**src/rtl/pipe_seq_pkg.sv**
```systemverilog
// Shared types and encodings for the pipeline sequencer: FSM states,
// PC source select codes and branch condition codes.
package pipe_seq_pkg;

    typedef enum logic [2:0] {
        S_INIT   = 3'd0,
        S_RUN    = 3'd1,
        S_LSTALL = 3'd2,
        S_FWAIT  = 3'd3,
        S_REDIR  = 3'd4,
        S_FAULT  = 3'd5
    } seq_state_t;

    localparam logic [1:0] PC_SEL_INC    = 2'b00;
    localparam logic [1:0] PC_SEL_CONST  = 2'b01;
    localparam logic [1:0] PC_SEL_OFFSET = 2'b10;
    localparam logic [1:0] PC_SEL_STACK  = 2'b11;

    localparam logic [1:0] COND_Z  = 2'b00;
    localparam logic [1:0] COND_NZ = 2'b01;
    localparam logic [1:0] COND_C  = 2'b10;
    localparam logic [1:0] COND_NC = 2'b11;

    function automatic logic cond_true(input logic [1:0] cond, input logic c, input logic z);
        case (cond)
            COND_Z:  return z;
            COND_NZ: return !z;
            COND_C:  return c;
            default: return !c;
        endcase
    endfunction

endpackage

```
**src/rtl/load_use_detect.sv**
```systemverilog
// Combinational load-use hazard detect: the ID instruction reads a register
// that the load currently in EX has not yet produced.
module load_use_detect #(
    parameter int REG_ID_LEN = 3
) (
    input  logic                  ex_mem_read,
    input  logic                  uses_rs,
    input  logic                  uses_rt,
    input  logic [REG_ID_LEN-1:0] rs,
    input  logic [REG_ID_LEN-1:0] rt,
    input  logic [REG_ID_LEN-1:0] ex_rd,
    output logic                  hazard
);

    assign hazard = ex_mem_read && ((uses_rs && (rs == ex_rd)) || (uses_rt && (rt == ex_rd)));

endmodule

```
**src/rtl/pipeline_sequencer.sv**
```systemverilog
// Central pipeline sequencer: picks the PC source, stalls on load-use and
// pending-flag branches, flushes on redirects and traps on stack misuse.
module pipeline_sequencer
    import pipe_seq_pkg::*;
#(
    parameter int REG_ID_LEN = 3,
    parameter int CNT_WIDTH  = 16
) (
    input  logic                  clk,
    input  logic                  rst,
    input  logic                  id_valid,
    input  logic                  id_branch,
    input  logic [1:0]            id_cond,
    input  logic                  id_jump,
    input  logic                  id_call,
    input  logic                  id_ret,
    input  logic                  id_uses_rs,
    input  logic                  id_uses_rt,
    input  logic [REG_ID_LEN-1:0] id_rs,
    input  logic [REG_ID_LEN-1:0] id_rt,
    input  logic                  ex_mem_read,
    input  logic [REG_ID_LEN-1:0] ex_rd,
    input  logic                  ex_flag_write,
    input  logic                  c_flag,
    input  logic                  z_flag,
    input  logic                  stack_full,
    input  logic                  stack_empty,
    output logic                  pc_write_en,
    output logic                  if_id_write_en,
    output logic                  if_id_flush,
    output logic                  id_ex_bubble,
    output logic [1:0]            pc_sel,
    output logic                  push_stack,
    output logic                  pop_stack,
    output logic                  seq_fault,
    output logic [CNT_WIDTH-1:0]  stall_count,
    output logic [CNT_WIDTH-1:0]  flush_count
);

    seq_state_t state, next_state;

    logic load_use;
    logic decide;
    logic stall_hz;
    logic stack_err;
    logic taken;
    logic redirect;

    load_use_detect #(.REG_ID_LEN(REG_ID_LEN)) u_load_use_detect (
        .ex_mem_read (ex_mem_read),
        .uses_rs     (id_uses_rs),
        .uses_rt     (id_uses_rt),
        .rs          (id_rs),
        .rt          (id_rt),
        .ex_rd       (ex_rd),
        .hazard      (load_use)
    );

    // A stall state lasts exactly one cycle, so hazard checks only run from S_RUN.
    assign decide    = id_valid && (state inside {S_RUN, S_LSTALL, S_FWAIT});
    assign stall_hz  = id_valid && (state == S_RUN) && (load_use || (id_branch && ex_flag_write));
    assign stack_err = (id_call && stack_full) || (id_ret && stack_empty);
    assign taken     = id_branch && cond_true(id_cond, c_flag, z_flag);
    assign redirect  = taken || id_jump || id_call || id_ret;

    // NOTE: sequential state uses non-blocking assignments so every flop samples pre-edge values.
    always_ff @(posedge clk or negedge rst) begin
        if (!rst) state <= S_INIT;
        else      state <= next_state;
    end

    always_comb begin
        next_state = state;
        case (state)
            S_INIT:  next_state = S_RUN;
            S_REDIR: next_state = S_RUN;
            S_FAULT: next_state = S_FAULT;
            default: begin
                next_state = S_RUN;
                if (stall_hz)
                    next_state = load_use ? S_LSTALL : S_FWAIT;
                else if (decide && stack_err)
                    next_state = S_FAULT;
                else if (decide && redirect)
                    next_state = S_REDIR;
            end
        endcase
    end

    // NOTE: every output gets a default first so no path through the case infers a latch.
    always_comb begin
        pc_write_en    = 1'b1;
        if_id_write_en = 1'b1;
        if_id_flush    = 1'b0;
        id_ex_bubble   = 1'b0;
        pc_sel         = PC_SEL_INC;
        push_stack     = 1'b0;
        pop_stack      = 1'b0;
        seq_fault      = 1'b0;
        case (state)
            S_INIT: begin
                pc_write_en    = 1'b0;
                if_id_write_en = 1'b0;
                if_id_flush    = 1'b1;
                id_ex_bubble   = 1'b1;
            end
            S_FAULT: begin
                pc_write_en    = 1'b0;
                if_id_write_en = 1'b0;
                id_ex_bubble   = 1'b1;
                seq_fault      = 1'b1;
            end
            S_REDIR: ;
            default: begin
                if (stall_hz) begin
                    pc_write_en    = 1'b0;
                    if_id_write_en = 1'b0;
                    id_ex_bubble   = 1'b1;
                end else if (decide && !stack_err && redirect) begin
                    if_id_flush = 1'b1;
                    if (taken) begin
                        pc_sel = PC_SEL_OFFSET;
                    end else if (id_jump) begin
                        pc_sel = PC_SEL_CONST;
                    end else if (id_call) begin
                        pc_sel     = PC_SEL_CONST;
                        push_stack = 1'b1;
                    end else begin
                        pc_sel    = PC_SEL_STACK;
                        pop_stack = 1'b1;
                    end
                end
            end
        endcase
    end

    logic stall_inc;
    logic flush_inc;

    assign stall_inc = !pc_write_en && (state inside {S_RUN, S_LSTALL, S_FWAIT});
    assign flush_inc = if_id_flush && (state != S_INIT);

    always_ff @(posedge clk or negedge rst) begin
        if (!rst) begin
            stall_count <= '0;
            flush_count <= '0;
        end else begin
            if (stall_inc && (stall_count != '1)) stall_count <= stall_count + 1'b1;
            if (flush_inc && (flush_count != '1)) flush_count <= flush_count + 1'b1;
        end
    end

endmodule
```
**config.mk**
```make
export PLATFORM = sky130hd
export DESIGN_NAME = pipeline_sequencer
export DESIGN_NICKNAME = d
export VERILOG_FILES = /design/src/rtl/pipe_seq_pkg.sv /design/src/rtl/load_use_detect.sv /design/src/rtl/pipeline_sequencer.sv
export SDC_FILE = /design/constraint.sdc
export NUM_CORES = 1
export LEC_CHECK = 0
export ABC_AREA = 0
export CAP_MARGIN = 20
export CORE_AREA = 2 2 55 109
export CTS_CLUSTER_DIAMETER = 60
export CTS_CLUSTER_SIZE = 25
export DETAILED_ROUTE_END_ITERATION = 12
export DIE_AREA = 0 0 57 111
export GPL_TIMING_DRIVEN = 1
export PLACE_DENSITY = 0.72
export SLEW_MARGIN = 30
export SYNTH_ARGS = -nofsm -noshare
export SYNTH_HDL_FRONTEND = slang
export SYNTH_SLANG_ARGS = --single-unit
```
**constraint.sdc**
```tcl
create_clock -name clk -period 2.25 [get_ports clk]
set_input_delay 0.225 -clock clk [delete_from_list [all_inputs] [get_ports clk]]
set_output_delay 0.225 -clock clk [all_outputs]
set_load 0.005 [all_outputs]
```
==> impl_metrics.csv <==
group,metric,value,unit
hold_path,hp-class,"primary input to asynchronous set/reset pin",
yosys,syn-cell-area,1880,um^2
layout,layout.nets,295,
timing,setup_viol,0,
worst_setup_path,worstSetupEndpointType,"primary output",
timing,hold_viol_final,0,
timing,tightest_slew,0.462,ns
cts,cts_tree,"done",
layout,num_antenna_cells,0,
layout,post-route-util,0.525,
detailed_routing,routed_wl,4500,um
floorplanning,start_util,0.338,
layout,fill_cells,523,
yosys,synth_top_area_cell,"dfrtp_1",
cts,postCtsHoldBufs,0,
yosys,synth_common_cells,"dfrtp_1 (35), xnor2_1 (29), nand3_1 (16)",
power,ir_drop,0.660,mV
layout,drive_gt1_frac,0.187,
global_routing,grt_max_degree,36,
place,gp_congestion,0.721,
global_routing,antenna_found_initial,0,
cts,cts_buffers,5,
power,cellPowerDensity,720,nW/um^2
worst_setup_path,cp_top_family,"simple AND/OR/NAND/NOR gates",
yosys,synth_fp_nets,205,
yosys,async_flop_share,1.00,
timing,relSlewSlack,0.691,
layout,syn_to_final_growth,55.4,%
timing,setup_tns,0,ns
worst_setup_path,worstSetupPathType,"flip-flop to primary output",
detailed_routing,wl_per_cell,13.7,um
yosys,synth_edf_count,0,
detailed_routing,drc,0,
worst_setup_path,crit_buf_inv,2,
worst_setup_path,cp_max_fo,5,
place,port_buffers,66,
detailed_routing,drt_iter0_drc,46,
detailed_routing,viasPerCell,5.15,
yosys,yosysMostFrequentCell,"dfrtp_1",
yosys,synthDistinctLibCells,41,
cts,h-tree-depth,2,
cts,insertion_delay,0.28,ns
floorplanning,fp.dieH,111,um
worst_setup_path,cpMaxStageDelayCell,"dfrtp_1",
power,leakagePower,1.24,nW
run_status,outcome,"complete, no violations",
timing,min_period,2.18,ns
yosys,synthCells,177,
yosys,yosysWarnings,0,
detailed_routing,vias,1688,
place,hpwl,3250,um
worst_setup_path,path_cells,"and3b_4 -> a221oi_4 -> and3_4 -> nand3b_1 -> buf_4 -> nor4b_2 -> clkbuf_2",
cts,cts.sinks,35,
timing,rsz0062_at_grt,"no",
global_routing,grt-ovfl-total,0,
yosys,synth_top_flop_cell,"dfrtp_1",
yosys,avgSynthCellArea,10.6,um^2
timing,slew_viol_final,0,
floorplanning,core-area,5560,um^2
global_routing,grt.total_usage,0.150,
worst_setup_path,critPathLaunchType,"flip-flop",
run,cap_violations,0,
cts,path_clk_slew,0.06,ns
floorplanning,num_io_pins,67,
worst_setup_path,worst-endpoint-required,2.03,ns
yosys,yosysSeqAreaShare,0.466,
worst_setup_path,arrival,1.95,ns
floorplanning,die_w,57,um
layout,multi_input_area,1010,um^2
timing,fin_worst_skew,0.00556,ns
cts,root_buffer,"clkbuf_16",
yosys,synth-seq-cells,35,
global_routing,first_global_vias,1762,
detailed_routing,first_pass_iters,4,
layout,seqCellArea,876,um^2
floorplanning,rows,39,
worst_setup_path,critical-path-max-stage-delay,0.40,ns
yosys,yosysTopAreaCellShare,0.466,
timing,layout_worst_path_cycle_share,0.968,
cts,ctsLongestPathBuffers,2,
global_routing,grt_pass1_wl,7780,um
floorplanning,die_area,6330,um^2
detailed_routing,ant_nets,0,
yosys,ys_top_cells_by_area,"dfrtp_1 (47%), xnor2_1 (14%), nand4_1 (5.0%)",
timing,max_freq,0.459,GHz
-- routing by layer --
layer / part of all wire / vias to the layer above / global-route usage
li1: - / 820 / -
met1: 0.42 / 803 / 0.181
met2: 0.51 / 58 / 0.257
met3: 0.051 / 7 / 0.0373
met4: 0.012 / 0 / 0.0450
met5: 0 / - / 0
-- cells in the final DEF (no fill, tap or decap), drive strengths merged, types with 4 or more instances in the layout --
cell           instances
dfrtp                 35
nand4                 15
buf                   22
clkdlybuf4s50         56
nand3                 16
nand2                 13
dlymetal6s2s           4
a21oi                  4
nor2                  10
xnor2                 29
clkbuf                 8
and4                   4
and3                   8
nand2b                 4
mux2                   6
-- registers in the layout, indices dropped and copies added, names as in the netlist --
| signal | count |
|---|---|
| flush_count | 16 |
| stall_count | 16 |
| state | 3 |
-- final cells by class --
cell class / instances / share of cell area
Clock buffer: 6 / 0.0476
Timing Repair Buffer: 87 / 0.278
Tap cell: 61 / 0.0261
Sequential cell: 35 / 0.300
Inverter: 2 / 0.00257
Clock inverter: 1 / 0.00171
Multi-Input combinational cell: 136 / 0.344
-- where the power goes --
group	switching, mW	total [mW]	internal (mW)
logic	0.239	0.632	0.392
clock network	0.246	0.678	0.432
registers	0.0928	0.793	0.701
total	0.578	2.10	1.52
-- through the flow --
step | std cells | hold WS [ns] | power (mW) | area, um^2 | setup WS [ns]
after global routing | 328 | 0.410 | 2.21 | 2920 | 0.0142
after detailed placement | 316 | 0.487 | 1.42 | 2710 | -0.302
final | 328 | 0.365 | 2.10 | 2920 | 0.0718
after floorplan | 177 | -0.0706 | 1.06 | 1880 | 0.288
after CTS | 326 | 0.382 | 2.11 | 2880 | -0.250
after global placement | 316 | 0.475 | 1.40 | 2710 | -0.231
-- cell families after synthesis --
kind of cell	count (synthesis)	synth area share
adder cells (fa/ha/maj)	2	0.0133
multiplexers	8	0.0486
AO/OA/AOI/OAI	12	0.0513
buffers and inverters	6	0.0206
AND/OR/NAND/NOR	83	0.256
XOR/XNOR	31	0.144
flip-flops	35	0.466
-- worst paths after layout --
check	from	endpoint	slack (ns)	depth (start not counted)
max in group asynchronous	rst	stall_count[10]	1.56	2
min reg2reg	flush_count[8]	flush_count[8]	0.49	1
max	state[1]	push_stack	0.07	7
min	rst	flush_count[4]	0.36	2
max reg2reg	state[1]	flush_count[15]	0.29	8
min in group clk	flush_count[8]	flush_count[8]	0.49	1
-- timing repair --
action / in CTS / in global routing
resized for setup: 9 / 16
buffers inserted: 3 / 2
endpoints found under the setup margin: 8 / 10
pin swaps: 1 / 3
(Power assumes the default switching activity.)
